$ cat config.mk
export PLATFORM = sky130hd
export DESIGN_NAME = port_frame_arbiter
export DESIGN_NICKNAME = d
export VERILOG_FILES = /design/src/rtl/port_frame_arbiter.sv
export SDC_FILE = /design/constraint.sdc
export NUM_CORES = 1
export LEC_CHECK = 0
export CAP_MARGIN = 20
export CORE_MARGIN = 2
export CORE_UTILIZATION = 55
export CTS_BUF_LIST = sky130_fd_sc_hd__clkbuf_4 sky130_fd_sc_hd__clkbuf_8
export DETAILED_ROUTE_END_ITERATION = 6
export GPL_TIMING_DRIVEN = 0
export PLACE_DENSITY_LB_ADDON = 0.08
export SLEW_MARGIN = 10
export SYNTH_ARGS = -nofsm -noshare
export SYNTH_HDL_FRONTEND = slang
export SYNTH_SLANG_ARGS = --single-unit
$ cat constraint.sdc
create_clock -name glb_clk -period 5 [get_ports glb_clk]
set_clock_uncertainty 0.05 [all_clocks]
set_input_delay 0.5 -clock glb_clk [delete_from_list [all_inputs] [get_ports glb_clk]]
set_output_delay 0.5 -clock glb_clk [all_outputs]
set_load 0.02 [all_outputs]
$ cat src/rtl/port_frame_arbiter.sv
`default_nettype none
// ============================================================================
// Module   : port_frame_arbiter
// Purpose  : Per-output-port frame arbiter for the switch crossbar. Grants
//            whole frames round-robin, admits a frame only when the output
//            FIFO can hold a maximum-size frame, and force-releases a grant
//            when the granted source stalls.
// Revision : 1.0 - initial release
// ============================================================================
module port_frame_arbiter #(
  parameter int PORT_NUM        = 4,
  parameter int FIFO_DEPTH      = 1024,
  parameter int MAX_FRAME_WORDS = 384,
  parameter int TIMEOUT_CYC     = 4096
) (
  input  logic                glb_clk,
  input  logic                glb_areset,
  input  logic [PORT_NUM-1:0] req,
  input  logic [31:0]         fifo_space_used,
  input  logic                out_tvalid,
  input  logic                out_tready,
  input  logic                out_tlast,
  output logic [PORT_NUM-1:0] grant,
  output logic                grant_valid,
  output logic [15:0]         frame_cnt,
  output logic                timeout_err
);

  localparam int IDX_W   = (PORT_NUM > 1) ? $clog2(PORT_NUM) : 1;
  localparam int STALL_W = (TIMEOUT_CYC > 1) ? $clog2(TIMEOUT_CYC) : 1;

  localparam logic [0:0] S_IDLE = 1'b0;
  localparam logic [0:0] S_BUSY = 1'b1;

  localparam logic [IDX_W-1:0]   C_LAST_RST  = IDX_W'(PORT_NUM - 1);
  localparam logic [STALL_W-1:0] C_STALL_MAX = STALL_W'(TIMEOUT_CYC - 1);

  logic [0:0]          state_q, state_d;
  logic [PORT_NUM-1:0] grant_q, grant_d;
  logic [IDX_W-1:0]    last_idx_q, last_idx_d;
  logic [IDX_W-1:0]    cur_idx_q, cur_idx_d;
  logic [STALL_W-1:0]  stall_q, stall_d;
  logic [15:0]         frame_cnt_q, frame_cnt_d;
  logic                timeout_q, timeout_d;

  logic [31:0]         free_w;
  logic                space_ok_w;
  logic                beat_w;
  logic                pick_found_w;
  logic [IDX_W-1:0]    pick_idx_w;

  // Free FIFO words, clamped at zero when the occupancy reads at/over depth.
  always_comb begin
    free_w = '0;
    if (fifo_space_used < 32'(FIFO_DEPTH)) begin
      free_w = 32'(FIFO_DEPTH) - fifo_space_used;
    end
  end

  assign space_ok_w = (free_w >= 32'(MAX_FRAME_WORDS));
  assign beat_w     = out_tvalid & out_tready;

  // Round-robin search starting one past the last served port.
  always_comb begin
    int j;
    j            = 0;
    pick_found_w = 1'b0;
    pick_idx_w   = last_idx_q;
    for (int k = 1; k <= PORT_NUM; k++) begin
      j = int'(last_idx_q) + k;
      if (j >= PORT_NUM) begin
        j = j - PORT_NUM;
      end
      if (!pick_found_w && req[j]) begin
        pick_found_w = 1'b1;
        pick_idx_w   = IDX_W'(j);
      end
    end
  end

  // Next-state logic: admission in IDLE, completion/watchdog in BUSY.
  always_comb begin
    state_d     = state_q;
    grant_d     = grant_q;
    last_idx_d  = last_idx_q;
    cur_idx_d   = cur_idx_q;
    stall_d     = stall_q;
    frame_cnt_d = frame_cnt_q;
    timeout_d   = 1'b0;
    case (state_q)
      S_IDLE: begin
        if (space_ok_w && pick_found_w) begin
          grant_d             = '0;
          grant_d[pick_idx_w] = 1'b1;
          cur_idx_d           = pick_idx_w;
          stall_d             = '0;
          state_d             = S_BUSY;
        end
      end
      default: begin
        if (beat_w && out_tlast) begin
          // A completing beat wins over a simultaneous watchdog expiry.
          grant_d     = '0;
          last_idx_d  = cur_idx_q;
          frame_cnt_d = frame_cnt_q + 16'd1;
          stall_d     = '0;
          state_d     = S_IDLE;
        end else if (beat_w) begin
          stall_d = '0;
        end else if (stall_q == C_STALL_MAX) begin
          grant_d    = '0;
          last_idx_d = cur_idx_q;
          stall_d    = '0;
          timeout_d  = 1'b1;
          state_d    = S_IDLE;
        end else begin
          stall_d = stall_q + STALL_W'(1);
        end
      end
    endcase
  end

  // State registers; reset drops the crossbar select immediately.
  always_ff @(posedge glb_clk or posedge glb_areset) begin
    if (glb_areset) begin
      state_q     <= S_IDLE;
      grant_q     <= '0;
      last_idx_q  <= C_LAST_RST;
      cur_idx_q   <= '0;
      stall_q     <= '0;
      frame_cnt_q <= '0;
      timeout_q   <= 1'b0;
    end else begin
      state_q     <= state_d;
      grant_q     <= grant_d;
      last_idx_q  <= last_idx_d;
      cur_idx_q   <= cur_idx_d;
      stall_q     <= stall_d;
      frame_cnt_q <= frame_cnt_d;
      timeout_q   <= timeout_d;
    end
  end

  assign grant       = grant_q;
  assign grant_valid = |grant_q;
  assign frame_cnt   = frame_cnt_q;
  assign timeout_err = timeout_q;

endmodule
`default_nettype wire

# Word-level counts from Yosys, hierarchy flattened
# Index checks and enable logic that the tools add are counted.
# classes
mux,49
n_lt_le_gt_ge,12
n_reduce_logical,16
bitwise_logic,2
add_sub_neg,11
shift,0
div_mod_pow,0
mul,0
n_eq_ne,4
# op_table
op,n
32-bit 2-to-1 mux,5
32-bit by 4-bit less-than comparator with 1-bit output (second input constant),4
12-bit 2-to-1 mux,5
32-bit by 9-bit greater-or-equal comparator with 1-bit output (second input constant),1
32-bit by 11-bit less-than comparator with 1-bit output (second input constant),1
11-bit by 32-bit subtractor with 32-bit output (first input constant),1
1-bit 2-to-1 mux,22
4-bit 2-to-1 mux,5
16-bit by 1-bit adder with 16-bit output (second input constant),1
2-bit 2-to-1 mux,7
12-bit by 1-bit adder with 12-bit output (second input constant),1
12-bit equality test (second input constant),1
3-bit by 3-bit subtractor with 4-bit output (second input constant),3
3-bit greater-or-equal comparator (second input constant),3
1-bit binary-select mux with 2-bit select,4
2-bit by 2-bit adder with 3-bit output (second input constant),2
1-bit logical AND,6
3-bit AND reduction,2
4-bit by 3-bit subtractor with 5-bit output (second input constant),1
2-bit by 3-bit adder with 4-bit output (second input constant),1
4-bit by 3-bit greater-or-equal comparator with 1-bit output (second input constant),1
2-bit AND reduction,2
2-bit nonzero test,2
4-bit OR reduction,1
other kinds (10),12
# totals
ff_bits,38
output_inout_bits,22
latch_bits,0
ramBits,0
mem_count,0
rom_bits,0
word_cells,101

# Longest topological paths before layout
# Gate-level depths: netlist (run 1).
# depth
depth_word,22
ltp_mapped,10
depth_no_buf,10

# Worst setup path after synthesis (run 1)
# Ideal clock, no wire load.
# synth_path
kind,input to register
start,in fifo_space_used[6]
end,reg cur_idx_q[0]
arrival_time_ns,3.127
setup_time_ns,0.125
path_buffers,1
slack_ns,1.698
path_stages,9
cell_sequence,or4_4 buf_6 o41ai_4 nand4_1 and3_1 or4_4 nor3_4 a21oi_2 mux2_4
# synth_via
elab_chain_cells,5
# synth_rtl
item,line,text
from (decl),19,"input logic [31:0] fifo_space_used,"
11-bit by 32-bit subtractor with 32-bit output or 32-bit by 11-bit less-than comparator with 1-bit output (tied branches),"56, 55",
32-bit 2-to-1 mux (*),55,if (fifo_space_used < 32'(FIFO_DEPTH)) begin
32-bit by 9-bit greater-or-equal comparator with 1-bit output (*),60,assign space_ok_w = (free_w >= 32'(MAX_FRAME_WORDS));
1-bit logical AND (*),92,if (space_ok_w && pick_found_w) begin
2-bit AND reduction (no line) (*),-,
to (signal assigned),137,cur_idx_q <= cur_idx_d;
to (decl),41,"logic [IDX_W-1:0] cur_idx_q, cur_idx_d;"
# Mark *: on every way between the ends. The rest lies on a longest branch, timed or not.
# A chain may end at the register's enable or synchronous reset.

# Final worst setup path (run 1)
# layout_path
start,in fifo_space_used[13]
end,reg cur_idx_q[1]
# Same word-level chain as after synthesis.

==> impl_metrics.py, run 1 <==
metrics = {
    "outcome": {
        "status": "complete, no violations",
    },
    "detailed_routing": {
        "vias": 2460,
        "vias_per_cell": 5.97,
        "postRouteAntennaNets": 0,
        "drtIter0Drc": 185,
        "routed_wl_mm": 5.99,
        "drc": 0,
        "drt_pass1_iterations": 4,
        "wire_per_inst_um": 14.5,
    },
    "worst_setup_path": {
        "crit_path_max_incr_delay_ps": 600,
        "critical_path.slowest_cell": "or4_1",
        "critical_path.cell_chain": "clkdlybuf4s50_1 -> or4_1 -> nor3_2 -> nand3_1 -> o21a_1 -> or4_4 -> nor3_4 -> a21oi_2 -> mux2_4",
        "crit_required_ps": 5130,
        "cp-end-kind": "register",
        "timing.rr.end": "grant[3]",
        "startpoint_type": "primary input",
        "critPathArrivalTime_ps": 3860,
        "ff2ff_path_depth": 9,
        "worstReg2RegStart": "stall_q[0]",
        "ff2ff_setup_slack_ps": 2620,
        "crit_type": "primary input to register",
        "crit_fanout": 9,
    },
    "floorplan": {
        "row_count": 24,
        "initial_utilization_pct": 57.8,
        "num_io_pins": 63,
        "core_um2": 4380,
        "chipWidth_um": 71.9,
        "die_y_um": 71.9,
        "die_area_um2": 5170,
    },
    "sta": {
        "rsz0062_at_grt": "no",
        "fin_ws_ps": 1270,
        "relSlewSlack_pct": 48.3,
        "fmax_ghz": 0.268,
        "period_minus_slack_ps": 3730,
        "worst_slew_pin_slew_ps": 774,
        "hold_slack_ps": 435,
        "hold_viol_final": 0,
        "finalSetupTns_ps": 0,
        "final.period_utilization_pct": 74.6,
        "setup_viol": 0,
        "finalMaxSlewViolations": 0,
    },
    "cts": {
        "cts.sinks": 38,
        "cts-root-buf": "clkbuf_8",
        "post_cts_buffers": 0,
        "clk_latency_ps": 290,
        "clk_pin_slew_ps": 70,
        "cts_hold_buf": 0,
        "htreeDepth": 2,
        "cts_tree": "yes",
        "clock_path_buffers": 2,
        "cts-buffers-inserted": 5,
        "ctsResizeCount": 0,
    },
    "power_and_ir_drop": {
        "total_power_mw": 0.635,
        "ir_worst_vdd_mv": 0.186,
        "p_clk_share_pct": 38.7,
        "power_switching_mw": 0.147,
        "swShare_pct": 23.1,
        "leakage_nw": 1.45,
        "p_int_mw": 0.488,
        "p_comb_share_pct": 12.9,
        "sequentialPowerShare_pct": 48.4,
        "power_density_nw_per_um2": 191,
    },
    "global_routing": {
        "globalRouteMet2Util_pct": 41.7,
        "met3_usage_pct": 4.03,
        "antenna_found_initial": 0,
        "use_met1_pct": 31.6,
        "busiest_layer": "met2",
        "grt_max_degree": 39,
        "first_global_vias": 2306,
        "grt_pass1_wl_mm": 10.2,
        "grt-ovfl-total": 0,
        "grt_use_total_pct": 24.3,
    },
    "synth": {
        "seq_area_frac_synth_pct": 37.6,
        "ys_warn_count": 0,
        "synth-edff-count": 0,
        "ys_ff_latch": 38,
        "synth_area_um2": 2540,
        "synth_nets": 334,
        "syn-instance-count": 290,
        "ys.flop_type": "dfrtp_1",
        "synthArstFlopShare_pct": 100,
        "synth.avg_cell_area_um2": 8.75,
        "ys_types": 62,
    },
    "placement": {
        "port_buffers": 62,
        "place_ws_ps": 999,
        "place_inst": 404,
        "postPlaceCellArea_um2": 3220,
        "gp_congestion": 0.923,
        "dpl.hpwl_mm": 4.50,
    },
    "layout": {
        "final_layout_size_suffix_gt1_share_pct": 7.78,
        "fillers": 349,
        "finalInstanceArea_um2": 3330,
        "fin_cells": 412,
        "nets": 403,
        "n_antenna_cell": 0,
        "syn_to_final_growth_pct": 31.4,
        "final_core_util_pct": 76.0,
    },
    "min_path": {
        "hold_end": "frame_cnt[3]",
        "whs_path_depth": 1,
        "hp-class": "register to register",
        "hp-start": "frame_cnt[3]",
    },
    "flow_run": {
        "drv_cap": 0,
    },
}
layout by cell type, fill, tap and decap left out, types with 5 or more instances in the layout:
| cell | n |
|---|---|
| xnor2_1 | 9 |
| nand4_1 | 5 |
| or3_1 | 7 |
| nor2_1 | 27 |
| o21ai_0 | 5 |
| or4_1 | 8 |
| o21ai_1 | 16 |
| xor2_1 | 7 |
| nor4_1 | 8 |
| clkdlybuf4s50_1 | 62 |
| and3_1 | 14 |
| nand3_1 | 20 |
| nand2_1 | 33 |
| dfrtp_1 | 36 |
| inv_1 | 9 |
| a21oi_1 | 6 |
| clkbuf_8 | 8 |
worst max-delay path: cells and delay by family:
kind / cells / cell delay, ps
AND/OR/NAND/NOR: 5 / 2160
buffers and inverters: 1 / 500
AO/OA/AOI/OAI: 2 / 390
multiplexers: 1 / 320
cells by family after synthesis:
kind of cell | synth area share, %
multiplexers | 2.86
AND/OR/NAND/NOR | 32.4
flip-flops | 37.6
buffers and inverters | 2.66
AO/OA/AOI/OAI | 17.5
XOR/XNOR | 5.53
adder cells (fa/ha/maj) | 1.48
state kept, by name, indices dropped and copies added, names as in the netlist:
| name | cells |
|---|---|
| frame_cnt | 16 |
| cur_idx_q | 2 |
| grant | 4 |
| state_q | 1 |
| last_idx_q | 2 |
| timeout_err | 1 |
| stall_q | 12 |
worst max-delay path by stage:
stage | to | startpoint
floorplan | cur_idx_q[0] | fifo_space_used[6]
global placement | cur_idx_q[0] | fifo_space_used[6]
detailed placement | cur_idx_q[0] | fifo_space_used[6]
CTS | cur_idx_q[1] | fifo_space_used[6]
global route | cur_idx_q[1] | fifo_space_used[13]
finish | cur_idx_q[1] | fifo_space_used[13]
cell usage after synthesis, types with 3 or more instances:
master | instances | area, um2
dfrtp_1 | 36 | 901
nand2_1 | 33 | 124
nor2_1 | 27 | 101
nand3_1 | 20 | 100
o21ai_1 | 16 | 80.1
and3_1 | 14 | 87.6
inv_1 | 10 | 37.5
xnor2_1 | 9 | 78.8
nor4_1 | 8 | 50.1
or4_1 | 8 | 60.1
or3_1 | 7 | 43.8
xor2_1 | 7 | 61.3
a21oi_1 | 6 | 30.0
nand4_1 | 5 | 31.3
o21ai_0 | 5 | 25.0
a31oi_1 | 4 | 25.0
nand2b_1 | 4 | 25.0
nor3_1 | 4 | 20.0
nor4b_1 | 4 | 35.0
o211ai_1 | 4 | 30.0
clkbuf_1 | 3 | 11.3
ha_1 | 3 | 37.5
nand3b_1 | 3 | 22.5
o31ai_1 | 3 | 22.5
final cells by class:
type / instances / area [um2] / share of cell area, %
Buffer: 4 / 22.5 / 0.676
Timing Repair Buffer: 62 / 621 / 18.6
Sequential cell: 38 / 953 / 28.6
Tap cell: 52 / 65.1 / 1.95
Inverter: 12 / 45.0 / 1.35
Clock buffer: 8 / 110 / 3.30
Multi-Input combinational cell: 236 / 1520 / 45.5
layer usage:
| metal | vias to the layer above | part of all wire (%) | routed length [um] |
|---|---|---|---|
| li1 | 1225 | - | - |
| met5 | - | 0 | 0 |
| met4 | 0 | 1.4 | 85 |
| met3 | 9 | 4.7 | 281 |
| met1 | 1164 | 46 | 2760 |
| met2 | 62 | 48 | 2860 |
power by group through the flow:
stage | combinational, mW | clock, mW | sequential (mW)
5_1_grt | 0.0895 | 0.259 | 0.307
4_1_cts | 0.0818 | 0.249 | 0.307
2_1_floorplan | 0.0305 | 0 | 0.313
3_5_place_dp | 0.0813 | 0 | 0.313
3_3_place_gp | 0.0801 | 0 | 0.313
6_report | 0.0818 | 0.246 | 0.307
(Power assumes the default switching activity.)
==> run 2, diff against run 1 <==
Settings changed: CORE_UTILIZATION 55 to 46.
Clock period 5 ns to 3.14 ns, I/O delays scaled along.
==> run 2 against run 1 <==
Compared with the run above: sequential power is 59% higher; first-iteration DRC count down 54%; via count grew 2.0%; power is 54% higher; combinational power up 71%; die area is 18% higher; critical path type unchanged; critical endpoint is now cur_idx_q[0]; largest cell class unchanged.
==> impl_metrics.py, run 2 (same netlist as run 1, synthesis figures left out) <==
metrics = {
    "outcome": {
        "status": "complete, no violations",
    },
    "sta": {
        "period_minus_slack_ps": 3050,
        "relSlewSlack_pct": 48.3,
        "fmax_ghz": 0.328,
        "worst_slew_pin_slew_ps": 774,
        "setup_viol": 0,
        "finalSetupTns_ps": 0,
        "finalMaxSlewViolations": 0,
        "fin_ws_ps": 90.6,
        "final.period_utilization_pct": 97.1,
        "hold_viol_final": 0,
    },
    "layout": {
        "nets": 412,
        "final_layout_size_suffix_gt1_share_pct": 11.9,
        "layout_commonest_cell": "clkdlybuf4s50_1",
        "final_cell_mix": "clkdlybuf4s50_1, dfrtp_1, nand2_1",
        "syn_to_final_growth_pct": 37.6,
        "n_antenna_cell": 0,
        "largest_reg_flops": 16,
        "fillers": 476,
        "fin_cells": 441,
    },
    "cts": {
        "clk_pin_slew_ps": 80,
        "htreeDepth": 2,
        "cts-root-buf": "clkbuf_8",
        "cts_tree": "yes",
        "cts-buffers-inserted": 5,
        "clk_latency_ps": 290,
        "cts.sinks": 38,
        "clock_path_buffers": 2,
    },
    "floorplan": {
        "chipWidth_um": 78.3,
        "die_area_um2": 6120,
        "row_count": 27,
        "die_y_um": 78.3,
        "initial_utilization_pct": 46.9,
        "core_um2": 5410,
        "num_io_pins": 63,
    },
    "global_routing": {
        "grt_use_total_pct": 20.2,
        "grt_pass1_wl_mm": 10.1,
        "grt-ovfl-total": 0,
        "first_global_vias": 2270,
        "antenna_found_initial": 0,
        "grt_max_degree": 39,
    },
    "placement": {
        "place_inst": 424,
        "place_ws_ps": -684,
        "dpl.hpwl_mm": 4.41,
        "gp_congestion": 0.816,
        "port_buffers": 62,
    },
    "worst_setup_path": {
        "crit_type": "primary input to register",
        "worstReg2RegStart": "stall_q[0]",
        "timing.rr.end": "grant[0]",
        "critPathArrivalTime_ps": 3180,
        "cp-end-kind": "register",
        "crit_fanout": 5,
        "crit_required_ps": 3270,
        "startpoint_type": "primary input",
        "ff2ff_path_depth": 9,
        "ff2ff_setup_slack_ps": 780,
    },
    "min_path": {
        "hp-start": "frame_cnt[15]",
        "hold_end": "frame_cnt[15]",
        "hp-class": "register to register",
        "whs_path_depth": 1,
    },
    "detailed_routing": {
        "drt_pass1_iterations": 4,
        "vias_per_cell": 5.69,
        "routed_wl_mm": 5.97,
        "drtIter0Drc": 86,
        "wire_per_inst_um": 13.5,
        "vias": 2509,
        "drc": 0,
        "postRouteAntennaNets": 0,
    },
    "power_and_ir_drop": {
        "leakage_nw": 1.56,
        "total_power_mw": 0.978,
        "power_density_nw_per_um2": 280,
        "ir_worst_vdd_mv": 0.262,
    },
    "flow_run": {
        "drv_cap": 0,
    },
}
-- run 2: cell types whose count changed in the layout (fill, tap and decap cells not counted), moves of 2 or more --
| cell | change |
|---|---|
| buf_4 | +9 |
| clkdlybuf4s50_1 | -6 |
| dlymetal6s2s_1 | +6 |
| clkbuf_8 | -2 |
| nor4_1 | -2 |
| nor4_2 | +2 |
| or3_4 | +2 |
-- run 2: what timing repair did --
item | CTS | global route
endpoints found under the hold margin | 0 | 0
pin swaps | 6 | 11
hold buffers | 0 | 0
buffers inserted | 6 | 4
setup endpoints to repair | 7 | 7
resized for setup | 3 | 15
-- run 2: worst max path at each step --
stage | from | endpoint | slack [ps] | cells after the start
finish | fifo_space_used[2] | cur_idx_q[0] | 90 | 10
global route | fifo_space_used[2] | cur_idx_q[0] | -10 | 10
CTS | fifo_space_used[6] | grant[0] | 4 | 11
detailed placement | fifo_space_used[6] | cur_idx_q[1] | -680 | 10
global placement | fifo_space_used[6] | cur_idx_q[1] | -630 | 10
floorplan | fifo_space_used[6] | cur_idx_q[0] | 20 | 9
-- run 2: worst max-delay path: stages --
cell and delay [ps]:
clkdlybuf4s50_1 390, or4_4 480, o41ai_4 420, buf_4 210
nand2_1 50, and3_1 190, or4_4 520, nor3_4 200
a21oi_4 100, mux2_4 300
-- run 2: area by class of cell --
class                   instances  area (um2)  area share, %
flip-flops and latches         38         953           27.3
well taps                      72        90.1           2.58
plain buffers                   3        11.3          0.323
repair buffers                 72         714           20.5
multi-input cells             236        1580           45.3
clock buffers                   6        82.6           2.37
clock inverters                 2        12.5          0.359
inverters                      12        45.0           1.29
-- run 2: through the flow --
stage,area [um2],utilization [%],hold WS [ps]
floorplan,2540,-,396
global placement,3250,60.1,406
detailed placement,3250,60.1,412
CTS,3410,63.1,422
global route,3490,64.6,435
finish,3490,64.6,415
-- run 2: layer usage --
layer  wire length, um  up-vias  global-route usage, %  part of all wire [%]
met1              2730     1205                   26.8                    46
met4                53        0                   5.44                  0.89
met2              2930       50                   33.8                    49
met5                 0        -                      0                     0
li1                  -     1247                      -                     -
met3               262        7                   4.14                   4.4
-- run 2: where the power goes --
| group | total (mW) | internal (mW) | switching, mW |
|---|---|---|---|
| Sequential | 0.489 | 0.489 | 0.00000230 |
| Clock | 0.349 | 0.176 | 0.172 |
| Combinational | 0.140 | 0.0712 | 0.0690 |
